[src/rtl/key_input.sv]
// key_input: 4x4 keypad scanner with per-tick debounce feeding an 8-digit
// entry buffer (sign7..sign0, sign0 rightmost).
// Optional build macro KEY_REPEAT_EN: while a key stays held, it is
// re-accepted every REPEAT_TICKS scan ticks. Without it, each press is
// accepted exactly once and REPEAT_TICKS only sizes the shared counter.
//
// Output strobe semantics: key_valid is a single-cycle strobe with no
// back-pressure (no ready). key_code, sign7..sign0 and digit_cnt change on
// the same edge that raises key_valid and hold until the next accept/clear.
module key_input #(
    parameter int SCAN_DIV     = 25000,
    parameter int DEBOUNCE_CNT = 20,
    parameter int REPEAT_TICKS = 500
) (
    input  logic       clk,
    input  logic       rst,
    input  logic       en,
    input  logic       clr,
    input  logic [3:0] row_in,
    output logic [3:0] col_out,
    output logic       key_valid,
    output logic [3:0] key_code,
    output logic [3:0] sign7,
    output logic [3:0] sign6,
    output logic [3:0] sign5,
    output logic [3:0] sign4,
    output logic [3:0] sign3,
    output logic [3:0] sign2,
    output logic [3:0] sign1,
    output logic [3:0] sign0,
    output logic [3:0] digit_cnt,
    output logic [1:0] dbg_state
);

    // One counter serves both debounce and repeat intervals, so it is sized
    // for the longer of the two.
    localparam int CNT_MAX = (REPEAT_TICKS > DEBOUNCE_CNT) ? REPEAT_TICKS : DEBOUNCE_CNT;
    localparam int DIV_W   = (SCAN_DIV > 0) ? $clog2(SCAN_DIV + 1) : 1;
    localparam int CNT_W   = (CNT_MAX > 0) ? $clog2(CNT_MAX + 1) : 1;

    localparam logic [DIV_W-1:0] DIV_LAST = DIV_W'(SCAN_DIV);
    localparam logic [CNT_W-1:0] DEB_LAST = CNT_W'(DEBOUNCE_CNT - 1);
`ifdef KEY_REPEAT_EN
    localparam logic [CNT_W-1:0] REP_LAST = CNT_W'(REPEAT_TICKS - 1);
`endif

    typedef enum logic [1:0] {
        S_SCAN     = 2'd0,
        S_DEBOUNCE = 2'd1,
        S_HELD     = 2'd2,
        S_RELEASE  = 2'd3
    } state_t;

    state_t           state_q, state_d;
    logic [DIV_W-1:0] div_q, div_d;
    logic [CNT_W-1:0] cnt_q, cnt_d;
    logic [3:0]       col_q, col_d;
    logic [1:0]       key_row_q, key_row_d;
    logic [1:0]       key_col_q, key_col_d;
    logic             key_valid_q, key_valid_d;
    logic [3:0]       key_code_q, key_code_d;
    logic [3:0]       sign_q [8];
    logic [3:0]       sign_d [8];
    logic [3:0]       digit_cnt_q, digit_cnt_d;

    logic             tick;
    logic             row_hit;
    logic [1:0]       row_idx;
    logic [1:0]       col_idx;
    logic [3:0]       held_row_pat;
    logic             accept;
    logic [3:0]       acc_code;

    assign tick         = (div_q == DIV_LAST);
    assign held_row_pat = ~(4'b0001 << key_row_q);
    assign acc_code     = {key_row_q, key_col_q};

    // Decode a single low row and the currently driven column; anything
    // other than exactly one low row counts as no key.
    always_comb begin
        row_hit = 1'b1;
        row_idx = 2'd0;
        case (row_in)
            4'b1110: row_idx = 2'd0;
            4'b1101: row_idx = 2'd1;
            4'b1011: row_idx = 2'd2;
            4'b0111: row_idx = 2'd3;
            default: row_hit = 1'b0;
        endcase
        col_idx = 2'd0;
        case (col_q)
            4'b1101: col_idx = 2'd1;
            4'b1011: col_idx = 2'd2;
            4'b0111: col_idx = 2'd3;
            default: col_idx = 2'd0;
        endcase
    end

    // Scan FSM next state: divider, column rotation, debounce and release.
    always_comb begin
        state_d   = state_q;
        div_d     = tick ? '0 : div_q + 1'b1;
        cnt_d     = cnt_q;
        col_d     = col_q;
        key_row_d = key_row_q;
        key_col_d = key_col_q;
        accept    = 1'b0;

        if (!en) begin
            // Idle: columns released, any pending key forgotten.
            state_d = S_SCAN;
            div_d   = '0;
            cnt_d   = '0;
            col_d   = 4'b1111;
        end else if (col_q == 4'b1111) begin
            // First enabled cycle after idle: restart scanning at column 0.
            col_d = 4'b1110;
            div_d = '0;
        end else if (tick) begin
            case (state_q)
                S_SCAN: begin
                    if (row_hit) begin
                        key_row_d = row_idx;
                        key_col_d = col_idx;
                        cnt_d     = '0;
                        state_d   = S_DEBOUNCE;
                    end else begin
                        col_d = {col_q[2:0], col_q[3]};
                    end
                end
                S_DEBOUNCE: begin
                    if (row_in == held_row_pat) begin
                        if (cnt_q == DEB_LAST) begin
                            accept  = 1'b1;
                            cnt_d   = '0;
                            state_d = S_HELD;
                        end else begin
                            cnt_d = cnt_q + 1'b1;
                        end
                    end else begin
                        cnt_d   = '0;
                        state_d = S_SCAN;
                    end
                end
                S_HELD: begin
                    if (row_in == 4'b1111) begin
                        cnt_d   = '0;
                        state_d = S_RELEASE;
                    end
`ifdef KEY_REPEAT_EN
                    else if (cnt_q == REP_LAST) begin
                        accept = 1'b1;
                        cnt_d  = '0;
                    end else begin
                        cnt_d = cnt_q + 1'b1;
                    end
`endif
                end
                S_RELEASE: begin
                    if (row_in == 4'b1111) begin
                        if (cnt_q == DEB_LAST) begin
                            cnt_d   = '0;
                            state_d = S_SCAN;
                        end else begin
                            cnt_d = cnt_q + 1'b1;
                        end
                    end else begin
                        // Release bounced: back to held, interval restarts.
                        cnt_d   = '0;
                        state_d = S_HELD;
                    end
                end
                default: state_d = S_SCAN;
            endcase
        end
    end

    // Entry buffer update on accept; clr wins over a same-cycle accept.
    always_comb begin
        key_valid_d = accept;
        key_code_d  = key_code_q;
        digit_cnt_d = digit_cnt_q;
        for (int i = 0; i < 8; i++) begin
            sign_d[i] = sign_q[i];
        end

        if (accept) begin
            key_code_d = acc_code;
            if (acc_code <= 4'd10) begin
                for (int i = 7; i > 0; i--) begin
                    sign_d[i] = sign_q[i-1];
                end
                sign_d[0] = acc_code;
                if (digit_cnt_q != 4'd8) begin
                    digit_cnt_d = digit_cnt_q + 1'b1;
                end
            end else if (acc_code == 4'd11) begin
                for (int i = 0; i < 7; i++) begin
                    sign_d[i] = sign_q[i+1];
                end
                sign_d[7] = 4'd0;
                if (digit_cnt_q != 4'd0) begin
                    digit_cnt_d = digit_cnt_q - 1'b1;
                end
            end else if (acc_code == 4'd12) begin
                for (int i = 0; i < 8; i++) begin
                    sign_d[i] = 4'd0;
                end
                digit_cnt_d = 4'd0;
            end
        end

        if (clr) begin
            for (int i = 0; i < 8; i++) begin
                sign_d[i] = 4'd0;
            end
            digit_cnt_d = 4'd0;
        end
    end

    // State and datapath registers with asynchronous active-low reset.
    always_ff @(posedge clk or negedge rst) begin
        if (!rst) begin
            state_q     <= S_SCAN;
            div_q       <= '0;
            cnt_q       <= '0;
            col_q       <= 4'b1110;
            key_row_q   <= 2'd0;
            key_col_q   <= 2'd0;
            key_valid_q <= 1'b0;
            key_code_q  <= 4'd0;
            digit_cnt_q <= 4'd0;
            for (int i = 0; i < 8; i++) begin
                sign_q[i] <= 4'd0;
            end
        end else begin
            state_q     <= state_d;
            div_q       <= div_d;
            cnt_q       <= cnt_d;
            col_q       <= col_d;
            key_row_q   <= key_row_d;
            key_col_q   <= key_col_d;
            key_valid_q <= key_valid_d;
            key_code_q  <= key_code_d;
            digit_cnt_q <= digit_cnt_d;
            for (int i = 0; i < 8; i++) begin
                sign_q[i] <= sign_d[i];
            end
        end
    end

    assign col_out   = col_q;
    assign key_valid = key_valid_q;
    assign key_code  = key_code_q;
    assign digit_cnt = digit_cnt_q;
    assign dbg_state = state_q;
    assign sign0     = sign_q[0];
    assign sign1     = sign_q[1];
    assign sign2     = sign_q[2];
    assign sign3     = sign_q[3];
    assign sign4     = sign_q[4];
    assign sign5     = sign_q[5];
    assign sign6     = sign_q[6];
    assign sign7     = sign_q[7];

endmodule

[config.mk]
export PLATFORM = sky130hd
export DESIGN_NAME = key_input
export DESIGN_NICKNAME = d
export VERILOG_FILES = /design/src/rtl/key_input.sv
export SDC_FILE = /design/constraint.sdc
export NUM_CORES = 1
export LEC_CHECK = 0
export ABC_AREA = 1
export BUFFER_PORTS_ARGS = -buffer_cell sky130_fd_sc_hd__buf_2
export CAP_MARGIN = 5
export CORE_MARGIN = 4
export CORE_UTILIZATION = 45
export CTS_BUF_LIST = sky130_fd_sc_hd__clkbuf_2 sky130_fd_sc_hd__clkbuf_4 sky130_fd_sc_hd__clkbuf_8
export DETAILED_ROUTE_END_ITERATION = 16
export PLACE_DENSITY_LB_ADDON = 0.08
export SYNTH_ARGS = -nofsm -noshare
export SYNTH_HDL_FRONTEND = slang
export SYNTH_SLANG_ARGS = --single-unit
[constraint.sdc]
create_clock -name clk -period 1.9 [get_ports clk]
set_input_delay 0.095 -clock clk [delete_from_list [all_inputs] [get_ports clk]]
set_output_delay 0.095 -clock clk [all_outputs]
set_load 0.01 [all_outputs]
### Word-level counts from Yosys, hierarchy flattened

Cells that the tools add are included.

* add/subtract/negate cells: 4
* $lt $le $gt $ge: 1
* eq/ne operators: 29
* shift-type cells: 1
* muxes and demuxes: 48
* bitwise logic cells: 2
* reductions and logical operators: 11

Operators with widths (number)
* $mux 32: 5
* $mux 9: 8
* $mux 4: 12
* $mux 15: 3
* $eq 4x4->1 const B: 9
* $pmux 9 s4: 1
* $mux 2: 9
* $add 15x1->15 const B: 1
* $eq 15x15->1 const B: 1
* $ne 4x4->1 const B: 3
* $pmux 2 s3: 2
* $add 9x1->9 const B: 1
* $eq 9x5->1 const B: 1
* $eq 4x3->1 const B: 2
* $pmux 2 s4: 1
* $reduce_and 4->1: 2
* $reduce_bool 4->1: 2
* $mux 1: 7
* $ne 3x1->1 const B: 2
* $ne 3x2->1 const B: 2
* $ne 3x3->1 const B: 2
* $reduce_and 6->1: 1
* $reduce_and 5->1: 1
* $add 4x1->4 const B: 1
* other kinds (16): 17

* register bits after elaboration: 75
* bits of input ports: 8
* output and inout bits: 47
* word-level logic and storage cells: 113

### Longest topological paths before layout

* word-level depth: 10
* gate-level depth with buffers: 14
* gate-level depth less buffers: 13

### Least setup slack after synthesis

OpenSTA, ideal clock, no wires.

* kind: flip-flop to flip-flop
* start point: reg cnt_q[0]
* end point: reg sign_q, in the netlist sign6[0]
* library setup time: 0.124 ns
* data arrival time: 1.551 ns
* required time: 1.776 ns
* path slack: 0.225 ns
* cell stages (with the launch flop): 14
* buffers on the path: 1
* period minus slack after synthesis: 1.675 ns
* path through: dfrtp_1 ha_1 inv_1 nor2_1 nand2_1 nor2_2 inv_1 nor2_1 nand2_2 nand2_4 nand2_4 buf_6 nand2_2 o21ai_2

* cells in the longest elaborated chain, start to end: 9

Ends and longest elaborated chain
* start: declaration: line 56 `logic [CNT_W-1:0] cnt_q, cnt_d;`
* start signal: assignment: line 239 `cnt_q <= cnt_d;`
* $eq 9x5->1: line 133 `if (cnt_q == DEB_LAST) begin`
* $mux 1: line 133
* $mux 1: line 132 `if (row_in == held_row_pat) begin`
* $mux 1: line 120 `case (state_q)`
* $mux 1: line 119 `end else if (tick) begin`
* $mux 1: line 115 `end else if (col_q == 4'b1111) begin`
* $mux 1: line 109 `if (!en) begin`
* $reduce_bool 2->1 (no line)
* $reduce_and 2->1 (no line)
* end signal: indexed assignment: line 247 `sign_q[i] <= sign_d[i];`
* end: declaration: line 62 `logic [3:0] sign_q [8];`

No other way between the ends.
A chain may end at the register's enable or synchronous reset.

### Worst setup path in the final report

* start point: reg div_q[1]
* end point: reg sign_q, in the netlist sign4[1]

* cells in the longest elaborated chain, start to end: 6

Ends and longest elaborated chain
* start: declaration: line 55 `logic [DIV_W-1:0] div_q, div_d;`
* start signal: assignment: line 238 `div_q <= div_d;`
* $eq 15x15->1: line 74 `assign tick = (div_q == DIV_LAST);`
* $mux 1: line 119
* $mux 1: line 115
* $mux 1: line 109
* $reduce_bool 2->1 (no line)
* $reduce_and 2->1 (no line)

No other way between the ends.

==> impl_metrics.csv <==
group,metric,value,unit
pwr,swShare,33.2,%
synthesis,synth_cell_types,34,
synthesis,synthTopCellsByArea,"dfrtp_1 (40%), nand2_1 (9.6%), o21ai_2 (6.7%)",
hold_path,hold_class,"in -> reg",
routing,ant_nets,0,
synthesis,synth_top_area_cell,"dfrtp_1",
finish,largestRegisters,"div_q: 15 flops, cnt_q: 9 flops",
synthesis,synth-async-reset-ratio,100,%
setup_path,r2r_slack,0.06,ns
die,rows,36,
die,core-area,9680,µm²
routing,routed_wirelength,10.8,mm
sta,finalSetupViolCount,0,
grt,grt_start_max_net_pins,40,
finish,register_area,1880,µm²
setup_path,crit_chain,"inv_1 > ha_2 > nand2_1 > inv_1 > nand2_2 > nor2_2 > nand3_2 > nor2_2 > nand2_2 > nand2_4 > nand2_8 > clkbuf_16 > nand2_2 > o21ai_2",
setup_path,r2r_start,"div_q[1]",
setup_path,critPathMaxStageDelay,0.39,ns
routing,drtIter0Drc,273,
setup_path,worstPathMaxFanout,6,
die,ios,55,
sta,rsz0062_at_grt,"true",
grt,use_met3,3.30,%
sta,setup_ws,0.0635,ns
status,status,"completed",
finish,antenna_cells,0,
synthesis,yosysSeqAreaShare,42.2,%
place,placement.io_buffers,54,
setup_path,critPathKind,"reg -> reg",
grt,met2_usage,29.4,%
synthesis,synth_edf_count,0,
sta,fin_crit_sh,96.7,%
setup_path,crit_path_start,"div_q[1]",
finish,multiInputGateArea,2250,µm²
pwr,p_int,0.00247,W
clocking,worstSkewPairLatency,0.37,ns
grt,first_global_vias,3699,
sta,fin_skew,0.0104,ns
synthesis,yosys.area.top_type_share,40.5,%
grt,use_met1,24.8,%
grt,grt_usage,18.4,%
synthesis,synthesis.area,4450,µm²
synthesis,syn_inst,560,
place,place_ws,-0.159,ns
place,dp.final_hpwl,7.33,mm
grt,grt-ovfl-total,0,
sta,final_max_slew_viol_count,0,
routing,drtPass1Iterations,4,
setup_path,cp.arrival,2.10,ns
pwr,pwr-share-seq,47.7,%
grt,antenna_found_initial,1,
pwr,leakagePower,2.66,nW
finish,drive_above_1_share,32.3,%
synthesis,syn_nets,574,
setup_path,crit_required,2.16,ns
setup_path,cp.depth,14,
routing,drc,0,
finish,fill_cells,914,
clocking,clkSinkCount,75,
sta,relSlewSlack,72.5,%
clocking,cts_root_buffer,"clkbuf_8",
pwr,p_switching,0.00123,W
synthesis,ys_ff_latch,75,
setup_path,critPathCaptureType,"flop",
finish,top_register,"div_q",
routing,via_per_inst,5.15,
pwr,pwr-share-comb,19.6,%
finish,area_growth,22.1,%
setup_path,path_buf_inv,3,
clocking,clockBufferDepth,2,
hold_path,min_path_cells,3,
clocking,cts_buffers,9,
routing,wl_per_cell,13.9,µm
run,drv_cap,0,
setup_path,cpLargestDelayFamily,"simple AND/OR/NAND/NOR gates",
pwr,powerDensity,680,nW/µm²
die,die_w,107,µm
setup_path,critPathMostFrequentCell,"nand2_2",
clocking,htree_num_levels,3,
sta,period_needed,1.84,ns
setup_path,critPathCapture,"sign4[1]",
setup_path,start_kind,"flop",
die,dieArea,11500,µm²
setup_path,r2r_cells,14,
grt,grt_first_pass_wirelength,17.2,mm
die,die_y,107,µm
routing,vias,4004,
sta,worst_pin_slew,0.411,ns
sta,hold_violations,0,
setup_path,r2r-end,"sign4[1]",
sta,hold_slack,0.0854,ns
finish,largest_reg_flops,15,
setup_path,cp_slowest_cell,"dfrtp_1",
grt,busiest_layer,"met2",
synthesis,yosysWarnings,0,
place,gp_congestion,0.840,
pwr,p_clk_share,32.7,%
die,initial_core_util,46.0,%
finish,nets,653,
sta,setup_tns,0,ns
clocking,cts_tree,"yes",
clocking,clk_pin_slew,0.09,ns
synthesis,synth_ff_type,"dfrtp_1",
synthesis,syn_area_per_cell,7.95,µm²
sta,max_freq,545,MHz
pwr,irDropWorstVdd,0.000544,V
## cells in the mapped netlist (9+ instances only)
| cell | n |
|---|---|
| nor2_1 | 49 |
| buf_6 | 9 |
| nand2_2 | 34 |
| o21ai_0 | 34 |
| nand2_1 | 114 |
| o21ai_2 | 34 |
| a22oi_1 | 22 |
| a21oi_1 | 15 |
| dfrtp_1 | 72 |
| nand4_1 | 12 |
| inv_2 | 10 |
| inv_1 | 57 |
| nand3_1 | 37 |
## power by group through the flow
| stage | registers (W) | logic (W) | clock network [W] |
|---|---|---|---|
| 6_report | 0.00176 | 0.000725 | 0.00121 |
| 5_1_grt | 0.00178 | 0.000820 | 0.00130 |
| 4_1_cts | 0.00176 | 0.000663 | 0.00125 |
| 3_5_place_dp | 0.00179 | 0.000655 | 0 |
| 3_3_place_gp | 0.00179 | 0.000640 | 0 |
| 2_1_floorplan | 0.00181 | 0.000382 | 0 |
## layout make-up
class,instances,share of cell area (%)
inverters,68,4.70
well taps,133,3.06
flip-flops and latches,75,34.6
multi-input cells,402,41.4
clock buffers,9,2.28
repair buffers,83,12.8
clock inverters,7,1.13
## repair_timing
item / in CTS / in global routing
hold buffers: 1 / 0
cloned: 0 / 9
pin swaps: 0 / 3
endpoints found under the setup margin: 14 / 52
resized for setup: 1 / 20
buffers inserted: 0 / 3
endpoints found under the hold margin: 27 / 0
## cells in the final DEF, fill, tap and decap left out, types with 6 or more instances in the layout
master / netlist / final
nand4_1: 12 / 12
inv_2: 10 / 11
nand2_2: 34 / 34
o21ai_2: 34 / 33
a21oi_1: 15 / 15
nand3_1: 37 / 34
o21ai_1: 7 / 8
buf_2: 4 / 53
xor2_1: 6 / 6
a22oi_1: 22 / 22
nor3_1: 7 / 7
nor2_1: 49 / 44
clkbuf_8: 0 / 9
dfrtp_1: 72 / 70
nand2_1: 114 / 113
o21ai_0: 34 / 33
nor2_2: 7 / 11
buf_4: 1 / 14
inv_1: 57 / 56
## kinds of logic (layout without fill, tap and decap cells)
family / Yosys count / count (layout) / synth area share (%)
AO/OA/AOI/OAI: 120 / 120 / 18.1
AND/OR/NAND/NOR: 269 / 270 / 28.0
adder cells (fa/ha/maj): 6 / 6 / 1.69
buffers and inverters: 84 / 167 / 8.80
flip-flops: 75 / 75 / 42.2
XOR/XNOR: 6 / 6 / 1.18
## worst min-delay path: cells and delay by family
kind,cells,cell delay (ns)
and+or+nand+nor,1,0.10
AOI/OAI and AO/OA,1,0.05
buffers and inverters,1,0.17
## metrics by stage
step                cell area (µm²)  total power [W]  utilization [%]  cells
finish                         5440          0.00370             56.1    777
global route                   5440          0.00389             56.1    777
CTS                            5150          0.00367             53.2    765
detailed placement             4960          0.00245             51.2    748
global placement               4960          0.00243             51.2    748
floorplan                      4450          0.00219                -    560
## metal layers
| metal | part of all wire (%) | routed length (µm) |
|---|---|---|
| met1 | 47 | 5010 |
| met5 | 0.065 | 7 |
| met2 | 48 | 5140 |
| met4 | 1.8 | 189 |
| met3 | 3.9 | 420 |
## worst min-delay path by stage
stage          slack (ns)  endpoint  start
4_1_cts              0.06  cnt_q[7]     en
3_5_place_dp         0.06  sign7[2]    rst
3_3_place_gp         0.05  sign6[2]    rst
2_1_floorplan       -0.20  cnt_q[0]    rst
6_report             0.09  cnt_q[7]     en
5_1_grt              0.09  cnt_q[7]     en
Note: power is estimated with default switching activity, not from simulation.
